===== config.mk =====
export PLATFORM = sky130hd
export DESIGN_NAME = light_phase_monitor
export DESIGN_NICKNAME = d
export VERILOG_FILES = /design/src/rtl/light_phase_monitor.sv
export SDC_FILE = /design/constraint.sdc
export NUM_CORES = 1
export LEC_CHECK = 0
export CORE_MARGIN = 2
export CORE_UTILIZATION = 46
export DETAILED_ROUTE_END_ITERATION = 10
export PLACE_DENSITY = 0.73
export SLEW_MARGIN = 20
export SYNTH_ARGS = -nofsm -noshare
export SYNTH_HDL_FRONTEND = slang
export SYNTH_SLANG_ARGS = --single-unit

===== constraint.sdc =====
create_clock -name Clock -period 1.6 [get_ports Clock]
set_clock_uncertainty 0.15 [all_clocks]
set_input_delay 0.32 -clock Clock [delete_from_list [all_inputs] [get_ports Clock]]
set_output_delay 0.32 -clock Clock [all_outputs]
set_load 0.01 [all_outputs]

===== src/rtl/light_phase_monitor.sv =====
// light_phase_monitor: passive checker for the s298 traffic-light lamp buses.
// Decodes per-direction phases, tracks dwell and cycles, flags illegal behaviour.
module light_phase_monitor #(
    parameter int CNT_W      = 8,
    parameter int MIN_GREEN  = 4,
    parameter int MIN_YELLOW = 2
) (
    input  logic             Clock,
    input  logic             Reset,
    input  logic [1:0]       R,
    input  logic [1:0]       Y,
    input  logic [1:0]       G,
    input  logic             clear,
    output logic [1:0]       lamp0,
    output logic [1:0]       lamp1,
    output logic [CNT_W-1:0] dwell0,
    output logic [CNT_W-1:0] dwell1,
    output logic [CNT_W-1:0] cycles,
    output logic [4:0]       err,
    output logic             err_pulse
);

    typedef enum logic [1:0] {
        PH_UNK = 2'd0,
        PH_RED = 2'd1,
        PH_YEL = 2'd2,
        PH_GRN = 2'd3
    } phase_e;

    localparam logic [CNT_W-1:0] DW_MAX = '1;
    localparam logic [CNT_W-1:0] MIN_G  = CNT_W'(MIN_GREEN);
    localparam logic [CNT_W-1:0] MIN_Y  = CNT_W'(MIN_YELLOW);

    phase_e           samp [2];
    phase_e           lamp_q [2];
    phase_e           lamp_d [2];
    logic [CNT_W-1:0] dwell_q [2];
    logic [CNT_W-1:0] dwell_d [2];
    logic [CNT_W-1:0] cycles_q, cycles_d;
    logic [4:0]       err_q, err_d;
    logic             err_pulse_q, err_pulse_d;
    logic [4:0]       new_err;
    logic             cyc_inc;
    logic             step_ok;

    // Decode each direction's one-hot lamp triple into a phase
    always_comb begin
        for (int d = 0; d < 2; d++) begin
            case ({R[d], Y[d], G[d]})
                3'b100:  samp[d] = PH_RED;
                3'b010:  samp[d] = PH_YEL;
                3'b001:  samp[d] = PH_GRN;
                default: samp[d] = PH_UNK;
            endcase
        end
    end

    // Next phase/dwell per direction, error detection and cycle counting
    always_comb begin
        new_err = '0;
        cyc_inc = 1'b0;
        step_ok = 1'b0;
        for (int d = 0; d < 2; d++) begin
            lamp_d[d]  = lamp_q[d];
            dwell_d[d] = dwell_q[d];
            if (samp[d] == PH_UNK) begin
                lamp_d[d]  = PH_UNK;
                dwell_d[d] = '0;
                new_err[0] = 1'b1;
            end else if (lamp_q[d] == PH_UNK) begin
                lamp_d[d]  = samp[d];
                dwell_d[d] = CNT_W'(1);
            end else if (samp[d] == lamp_q[d]) begin
                if (dwell_q[d] != DW_MAX)
                    dwell_d[d] = dwell_q[d] + CNT_W'(1);
            end else begin
                lamp_d[d]  = samp[d];
                dwell_d[d] = CNT_W'(1);
                step_ok = (lamp_q[d] == PH_GRN && samp[d] == PH_YEL) ||
                          (lamp_q[d] == PH_YEL && samp[d] == PH_RED) ||
                          (lamp_q[d] == PH_RED && samp[d] == PH_GRN);
                if (!step_ok)
                    new_err[2] = 1'b1;
                if (lamp_q[d] == PH_GRN && dwell_q[d] < MIN_G)
                    new_err[3] = 1'b1;
                if (lamp_q[d] == PH_YEL && dwell_q[d] < MIN_Y)
                    new_err[4] = 1'b1;
                if (d == 0 && lamp_q[d] == PH_RED && samp[d] == PH_GRN)
                    cyc_inc = 1'b1;
            end
        end
        if (samp[0] != PH_UNK && samp[1] != PH_UNK &&
            samp[0] != PH_RED && samp[1] != PH_RED)
            new_err[1] = 1'b1;
    end

    // Sticky flags and cycle count; clear wins over same-edge updates
    always_comb begin
        err_pulse_d = |new_err;
        err_d       = err_q | new_err;
        cycles_d    = cycles_q + CNT_W'(cyc_inc);
        if (clear) begin
            err_d    = '0;
            cycles_d = '0;
        end
    end

    // State register with asynchronous reset
    always_ff @(posedge Clock or posedge Reset) begin
        if (Reset) begin
            for (int d = 0; d < 2; d++) begin
                lamp_q[d]  <= PH_UNK;
                dwell_q[d] <= '0;
            end
            cycles_q    <= '0;
            err_q       <= '0;
            err_pulse_q <= 1'b0;
        end else begin
            for (int d = 0; d < 2; d++) begin
                lamp_q[d]  <= lamp_d[d];
                dwell_q[d] <= dwell_d[d];
            end
            cycles_q    <= cycles_d;
            err_q       <= err_d;
            err_pulse_q <= err_pulse_d;
        end
    end

    assign lamp0     = lamp_q[0];
    assign lamp1     = lamp_q[1];
    assign dwell0    = dwell_q[0];
    assign dwell1    = dwell_q[1];
    assign cycles    = cycles_q;
    assign err       = err_q;
    assign err_pulse = err_pulse_q;

endmodule


==> metrics.txt <==
# TYPE chip_impl_metric gauge
chip_impl_metric{name="worst-slew-pin-transition",unit="ns"} 0.450
chip_impl_metric{name="die_w",unit="um"} 70.2
chip_impl_metric{name="crit_required",unit="ns"} 1.66
chip_impl_metric{name="power.share.combinational",unit="%"} 18.9
chip_impl_metric{name="area.growth.synth_to_final",unit="%"} 58.5
chip_impl_metric{name="drt_pre_antenna_iters",unit=""} 4
chip_impl_metric{name="via_count_of_the_first_global_routing_pass",unit=""} 1913
chip_impl_info{name="clockRootBuffer",value="sky130_fd_sc_hd__clkbuf_8"} 1
chip_impl_metric{name="grt.total_usage",unit="%"} 22.3
chip_impl_metric{name="post_synthesis_sequential_area_ratio",unit="%"} 42.2
chip_impl_metric{name="die_height",unit="um"} 70.2
chip_impl_info{name="yosys_most_used_dff",value="sky130_fd_sc_hd__dfrtp_1"} 1
chip_impl_info{name="failed_checks",value="setup timing"} 1
chip_impl_metric{name="io_pins",unit=""} 43
chip_impl_metric{name="synth_top_area_share",unit="%"} 42.2
chip_impl_info{name="timing.hold.worst.class",value="input port to asynchronous set/reset pin"} 1
chip_impl_metric{name="critical_path_peak_fanout",unit=""} 5
chip_impl_metric{name="switchingPower",unit="uW"} 503
chip_impl_metric{name="final_cell_count_no_fill",unit=""} 364
chip_impl_info{name="post_synth_most_frequent_cells",value="sky130_fd_sc_hd__dfrtp_1 (34), sky130_fd_sc_hd__nor2_1 (34), sky130_fd_sc_hd__nand2_1 (11), sky130_fd_sc_hd__nand3_1 (10)"} 1
chip_impl_info{name="netlist.top_cell.by_area",value="sky130_fd_sc_hd__dfrtp_1"} 1
chip_impl_metric{name="synth-async-reset-ratio",unit="%"} 100
chip_impl_metric{name="p_int",unit="mW"} 1.42
chip_impl_metric{name="ctsHtreeMaxLevel",unit=""} 2
chip_impl_metric{name="report.power.total",unit="mW"} 1.92
chip_impl_metric{name="floorplan.die_area",unit="um2"} 4920
chip_impl_metric{name="drtIter0Drc",unit=""} 79
chip_impl_metric{name="share_of_the_clock_period_used_by_the_worst_path_after_layout",unit="%"} 105
chip_impl_metric{name="io_buffers",unit=""} 42
chip_impl_metric{name="timing.max_cap.violations",unit=""} 0
chip_impl_info{name="grt_setup_unrepaired",value="yes"} 1
chip_impl_metric{name="placement_rows",unit=""} 24
chip_impl_metric{name="number_of_enable_flip_flop_cells_after_synthesis",unit=""} 0
chip_impl_metric{name="path_buf_inv",unit=""} 2
chip_impl_metric{name="hold_buf_count_cts",unit=""} 0
chip_impl_info{name="setup.worst_path.start_class",value="register"} 1
chip_impl_metric{name="max-slew-margin-rel",unit="%"} 69.9
chip_impl_metric{name="synth.distinct_cells",unit=""} 50
chip_impl_metric{name="synthesis.nets",unit=""} 222
chip_impl_metric{name="slowest_delay",unit="ns"} 0.44
chip_impl_metric{name="syn-cell-area",unit="um2"} 2010
chip_impl_metric{name="cts_inserted_buffers",unit=""} 5
chip_impl_metric{name="final_layout_size_suffix_gt1_share",unit="%"} 40.4
chip_impl_info{name="crit_family",value="simple AND/OR/NAND/NOR gates"} 1
chip_impl_metric{name="postRouteWirelength",unit="mm"} 5.55
chip_impl_metric{name="ys_seq_elements",unit=""} 34
chip_impl_metric{name="power.density",unit="nW/um2"} 601
chip_impl_metric{name="post_layout_minimum_cycle_time",unit="ns"} 1.68
chip_impl_metric{name="clkLatencyLatePin",unit="ns"} 0.29
chip_impl_metric{name="post_dr_vias_cell",unit=""} 5.43
chip_impl_metric{name="multi_input_area",unit="um2"} 1270
chip_impl_metric{name="drc_errors",unit=""} 0
chip_impl_metric{name="finalNetCount",unit=""} 324
chip_impl_metric{name="floorplan.initialDensity",unit="%"} 46.9
chip_impl_metric{name="peakVddDrop",unit="mV"} 0.479
chip_impl_metric{name="final_hold_viol_count",unit=""} 0
chip_impl_info{name="path_class",value="register to register"} 1
chip_impl_metric{name="share_seq_of_total_power",unit="%"} 47.0
chip_impl_metric{name="cellLeakagePower",unit="nW"} 1.49
chip_impl_info{name="critical_path.slowest_cell",value="sky130_fd_sc_hd__dfrtp_2"} 1
chip_impl_metric{name="total_vias_in_the_final_route",unit=""} 1978
chip_impl_metric{name="dp_hpwl",unit="mm"} 3.51
chip_impl_metric{name="hold-worst-slack",unit="ns"} 0.219
chip_impl_info{name="tritoncts",value="yes"} 1
chip_impl_metric{name="layout_setup_ws",unit="ns"} -0.0794
chip_impl_metric{name="finalMaxSlewViolations",unit=""} 0
chip_impl_metric{name="wl_per_cell",unit="um"} 15.2
chip_impl_info{name="status",value="complete, but fails checks"} 1
chip_impl_metric{name="cts_buffer_depth",unit=""} 2
chip_impl_metric{name="cts.sink_count",unit=""} 34
chip_impl_metric{name="post-place-ws",unit="ns"} -0.521
chip_impl_metric{name="finalWeightedCongestion",unit=""} 0.859
chip_impl_metric{name="synth-warning-count",unit=""} 0
chip_impl_metric{name="clk_transition_reported_paths",unit="ns"} 0.07
chip_impl_metric{name="grt_antenna_before_repair",unit=""} 0
chip_impl_metric{name="max_freq",unit="GHz"} 0.595
chip_impl_metric{name="grt_overflow",unit=""} 0
chip_impl_metric{name="swShare",unit="%"} 26.2
chip_impl_info{name="setup.worst_path.end_class",value="register"} 1
chip_impl_metric{name="seq_area",unit="um2"} 861
chip_impl_metric{name="setup-violations-final",unit=""} 9
chip_impl_metric{name="grt_first_pass_wirelength",unit="mm"} 8.66
chip_impl_metric{name="floorplan.core_area",unit="um2"} 4290
chip_impl_metric{name="place.detailed.instances",unit=""} 336
chip_impl_metric{name="num-fill-cells",unit=""} 310
chip_impl_info{name="netlist_top_cells_area",value="sky130_fd_sc_hd__dfrtp_1 (42%), sky130_fd_sc_hd__nor2_1 (6.3%), sky130_fd_sc_hd__xnor2_1 (3.5%), sky130_fd_sc_hd__and3_1 (2.5%), sky130_fd_sc_hd__ha_1 (2.5%)"} 1
chip_impl_info{name="worstPathCellList",value="buf_4, or2b_1, nor4b_4, buf_4, a211oi_2, nor2_1"} 1
chip_impl_metric{name="synth_area_per_cell",unit="um2"} 9.64
chip_impl_metric{name="share_clk_of_total_power",unit="%"} 34.2
chip_impl_metric{name="pin_count_of_the_biggest_net_entering_global_routing",unit=""} 35
chip_impl_metric{name="antenna_left",unit=""} 0
chip_impl_metric{name="syn_inst",unit=""} 209
chip_impl_info{name="cpMostUsedCell",value="sky130_fd_sc_hd__buf_4"} 1
chip_impl_metric{name="arrival",unit="ns"} 1.74
chip_impl_metric{name="antennaDiodeCount",unit=""} 0
chip_impl_metric{name="post-route-util",unit="%"} 74.4
-- worst paths after layout --
| kind | startpoint | end | slack [ns] | depth (start not counted) |
|---|---|---|---|---|
| worst max-delay path | lamp0[0] | err[4] | -0.08 | 6 |
| worst min-delay path | Reset | dwell1[6] | 0.22 | 3 |
| worst max register to register | lamp0[0] | err[4] | -0.08 | 6 |
| worst min register to register | err[3] | err[3] | 0.38 | 2 |
| max in group asynchronous | Reset | lamp0[0] | 0.88 | 3 |
| min in group Clock | err[3] | err[3] | 0.38 | 2 |
-- through the flow --
step           TNS (ns)  cell area, um2
6_report         -0.417            3190
5_1_grt           -1.36            3190
4_1_cts          -0.341            3060
3_5_place_dp     -13.26            2800
3_3_place_gp     -12.57            2800
2_1_floorplan    -0.275            2060
-- per-layer routing --
layer / global-route usage (%) / part of all wire [%] / vias to the layer above
met4: 8.33 / 1.4 / 0
met5: 0 / 0 / -
li1: - / - / 948
met3: 3.61 / 4.3 / 9
met1: 26.3 / 41 / 969
met2: 40.5 / 53 / 52
-- area by class of cell --
class,instances,share of cell area [%]
clock buffers,7,2.70
well taps,52,2.04
multi-input cells,161,39.8
clock inverters,1,0.157
flip-flops and latches,34,27.0
inverters,4,0.470
repair buffers,105,27.9
-- registers in the layout, summed over array words and instances (netlist names) --
signal and count:
cycles 8, dwell0 8, dwell1 8, err 5, lamp0 2, lamp1 2, err_pulse 1
-- cells in the final DEF (no fill, tap or decap), drive strengths merged, types with 2 or more instances in the layout --
cell,count
nor4b,2
a21oi,5
nor2b,8
nand3b,3
mux2i,4
o22ai,2
a211oi,4
nand2,11
nor3,7
clkdlybuf4s15,7
dfrtp,34
a31oi,5
and3,8
dlygate4sd2,32
nand3,11
clkbuf,8
xor2,5
nor4,5
nor3b,6
buf,63
nand2b,4
o21a,2
nand4,2
o21ai,9
inv,4
clkdlybuf4s50,2
xnor2,8
nor2,35
ha,4
-- worst reg2reg max path, stage by stage, from the launching register on --
cell                       delay, ns
sky130_fd_sc_hd__dfrtp_2        0.44
sky130_fd_sc_hd__buf_4          0.14
sky130_fd_sc_hd__or2b_1         0.29
sky130_fd_sc_hd__nor4b_4        0.30
sky130_fd_sc_hd__buf_4          0.17
sky130_fd_sc_hd__a211oi_2       0.03
sky130_fd_sc_hd__nor2_1         0.09
-- kinds of logic after synthesis --
| logic type | count (synthesis) | share of synthesized area (%) |
|---|---|---|
| compound gates | 34 | 13.0 |
| xor+xnor | 13 | 5.65 |
| fa+ha+maj | 4 | 2.48 |
| buf+inv | 14 | 4.53 |
| flops | 34 | 42.2 |
| mux | 5 | 2.73 |
| simple gates | 105 | 29.4 |
-- power groups by stage --
stage          Sequential (mW)  Combinational, mW  Clock, mW
6_report                 0.902              0.362      0.656
4_1_cts                  0.903              0.352      0.661
2_1_floorplan            0.930              0.169          0
3_5_place_dp             0.921              0.346          0
5_1_grt                  0.904              0.392      0.698
3_3_place_gp             0.920              0.341          0
-- what timing repair did --
action                                  in CTS  in global routing
endpoints found under the setup margin      61                 27
setup buffers                               14                  6
pin swaps                                   11                 20
resized for setup                           68                 26
Power figures use the tool's default switching activity.
==> edit (config.mk and constraints unchanged) <==
Register the output `err` once more, with the module's reset; this adds one clock of latency there. The other outputs are not delayed to match.
--- a/src/rtl/light_phase_monitor.sv
+++ b/src/rtl/light_phase_monitor.sv
@@ -132,5 +132,11 @@
     assign dwell1    = dwell_q[1];
     assign cycles    = cycles_q;
-    assign err       = err_q;
+    always_ff @(posedge Clock or posedge Reset) begin
+        if (Reset) begin
+            err <= '0;
+        end else begin
+            err <= err_q;
+        end
+    end
     assign err_pulse = err_pulse_q;
 
Check against the original RTL: not equivalent (a bounded check fails within 4 cycles, from zero or initial values and one cycle with Reset high).
==> edit against the original RTL <==
Total power rose by 19%. Worst setup slack worse by 0.061 ns. Sequential power up 14%. Critical endpoint is now dwell0[0]$_DFFE_PP0P_. Largest cell class unchanged. Die area grew 4.0%. The flow still finishes with violations (setup timing). Synthesized area is 4.2% higher. Highest routed layer unchanged. Wire length increased by 4.0%. Sequential cell count grew 5. Cell area increased by 6.1%. Critical path type unchanged. Largest power group unchanged.
==> edit: results (changes against the original RTL) <==
[finish]
seq-cell-share_pct = 29.3  ; was 27.0%
n_fill_cell = 284  ; was 310
inv_count = 9  ; was 4
nNonClkBuffers = 108  ; was 105
clock_area_share_pct = 3.43  ; was 2.86%
drive_gt1_share_pct = 43.3  ; was 40.4%
multi_input_area_share_pct = 37.8  ; was 39.8%
nets = 340  ; was 324
buf_share_pct = 26.6  ; was 27.9%

[run_status]
status = finished with violations  ; unchanged
violations = setup timing  ; unchanged

[pwr]
p_sw_mw = 0.588  ; was 0.503 mW
leakagePower_nw = 1.54  ; was 1.49 nW
irDropWorstVdd_v = 0.000670  ; was 0.000479 V

[clocking]
clk_pin_slew_worst_paths_ns = 0.09  ; was 0.07 ns
cts_setup_buffers = 22  ; was 14
clock-sinks = 39  ; was 34

[placement]
dp_hpwl_mm = 3.56  ; was 3.51 mm
dpl_cell_area_um2 = 2960  ; was 2800 um2
placed_cells = 351  ; was 336

[route]
route.met2.wl_mm = 2.83  ; was 2.96 mm
wl_mm = 5.77  ; was 5.55 mm
routed_via_density = 5.54  ; was 5.43
drt_iter0_drc = 144  ; was 79
wl_met3_um = 253  ; was 236 um
wl_met1_mm = 2.57  ; was 2.28 mm

[setup_path]
r2r_end = dwell0[0]$_DFFE_PP0P_  ; was err[4]$_DFF_PP0_
path_max_fanout = 7  ; was 5
path_delay_family = flip-flops  ; was simple AND/OR/NAND/NOR gates

[yosys]
netlist_top_cells_count = dfrtp_1 (39), nor2_1 (31), nand2_1 (14), a21oi_1 (13), nor3_1 (10)  ; was dfrtp_1 (34), nor2_1 (34), nand2_1 (11), nand3_1 (10)
avgSynthCellArea_um2 = 9.50  ; was 9.64 um2
synth_nets = 234  ; was 222
synth.distinct_cells = 48  ; was 50

[global_route]
grt_max_degree = 40  ; was 35
grt_pass1_vias = 1902  ; was 1,913

[sta]
fin_ws_ns = -0.141  ; was -0.0794 ns
final-setup-viol-count = 20  ; was 9
worstMarginPinSlew_ns = 0.331  ; was 0.450 ns
fin_hold_ws_ns = 0.209  ; was 0.219 ns

## edit: per-stage QoR
stage          power [mW]  setup WS, ns
3_3_place_gp         1.38        -0.797
6_report             2.28        -0.141
5_1_grt              2.36        -0.204
2_1_floorplan        1.22        -0.325
4_1_cts              2.28        -0.153
3_5_place_dp         1.39        -0.876
## edit: logic make-up (layout without fill, tap and decap cells)
| family | after synthesis | in the layout | share of synthesized area [%] |
|---|---|---|---|
| fa+ha+maj | 4 | 4 | 2.38 |
| compound gates | 38 | 38 | 11.6 |
| mux | 6 | 6 | 2.98 |
| xor+xnor | 12 | 12 | 5.01 |
| simple gates | 104 | 104 | 27.4 |
| flops | 39 | 39 | 46.5 |
| buf+inv | 18 | 125 | 4.17 |
## edit: power by group through the flow
stage	Combinational (mW)	Clock, mW	Sequential [mW]
6_report	0.387	0.856	1.03
5_1_grt	0.419	0.906	1.04
4_1_cts	0.370	0.876	1.03
3_5_place_dp	0.321	0	1.07
3_3_place_gp	0.316	0	1.07
2_1_floorplan	0.143	0	1.07
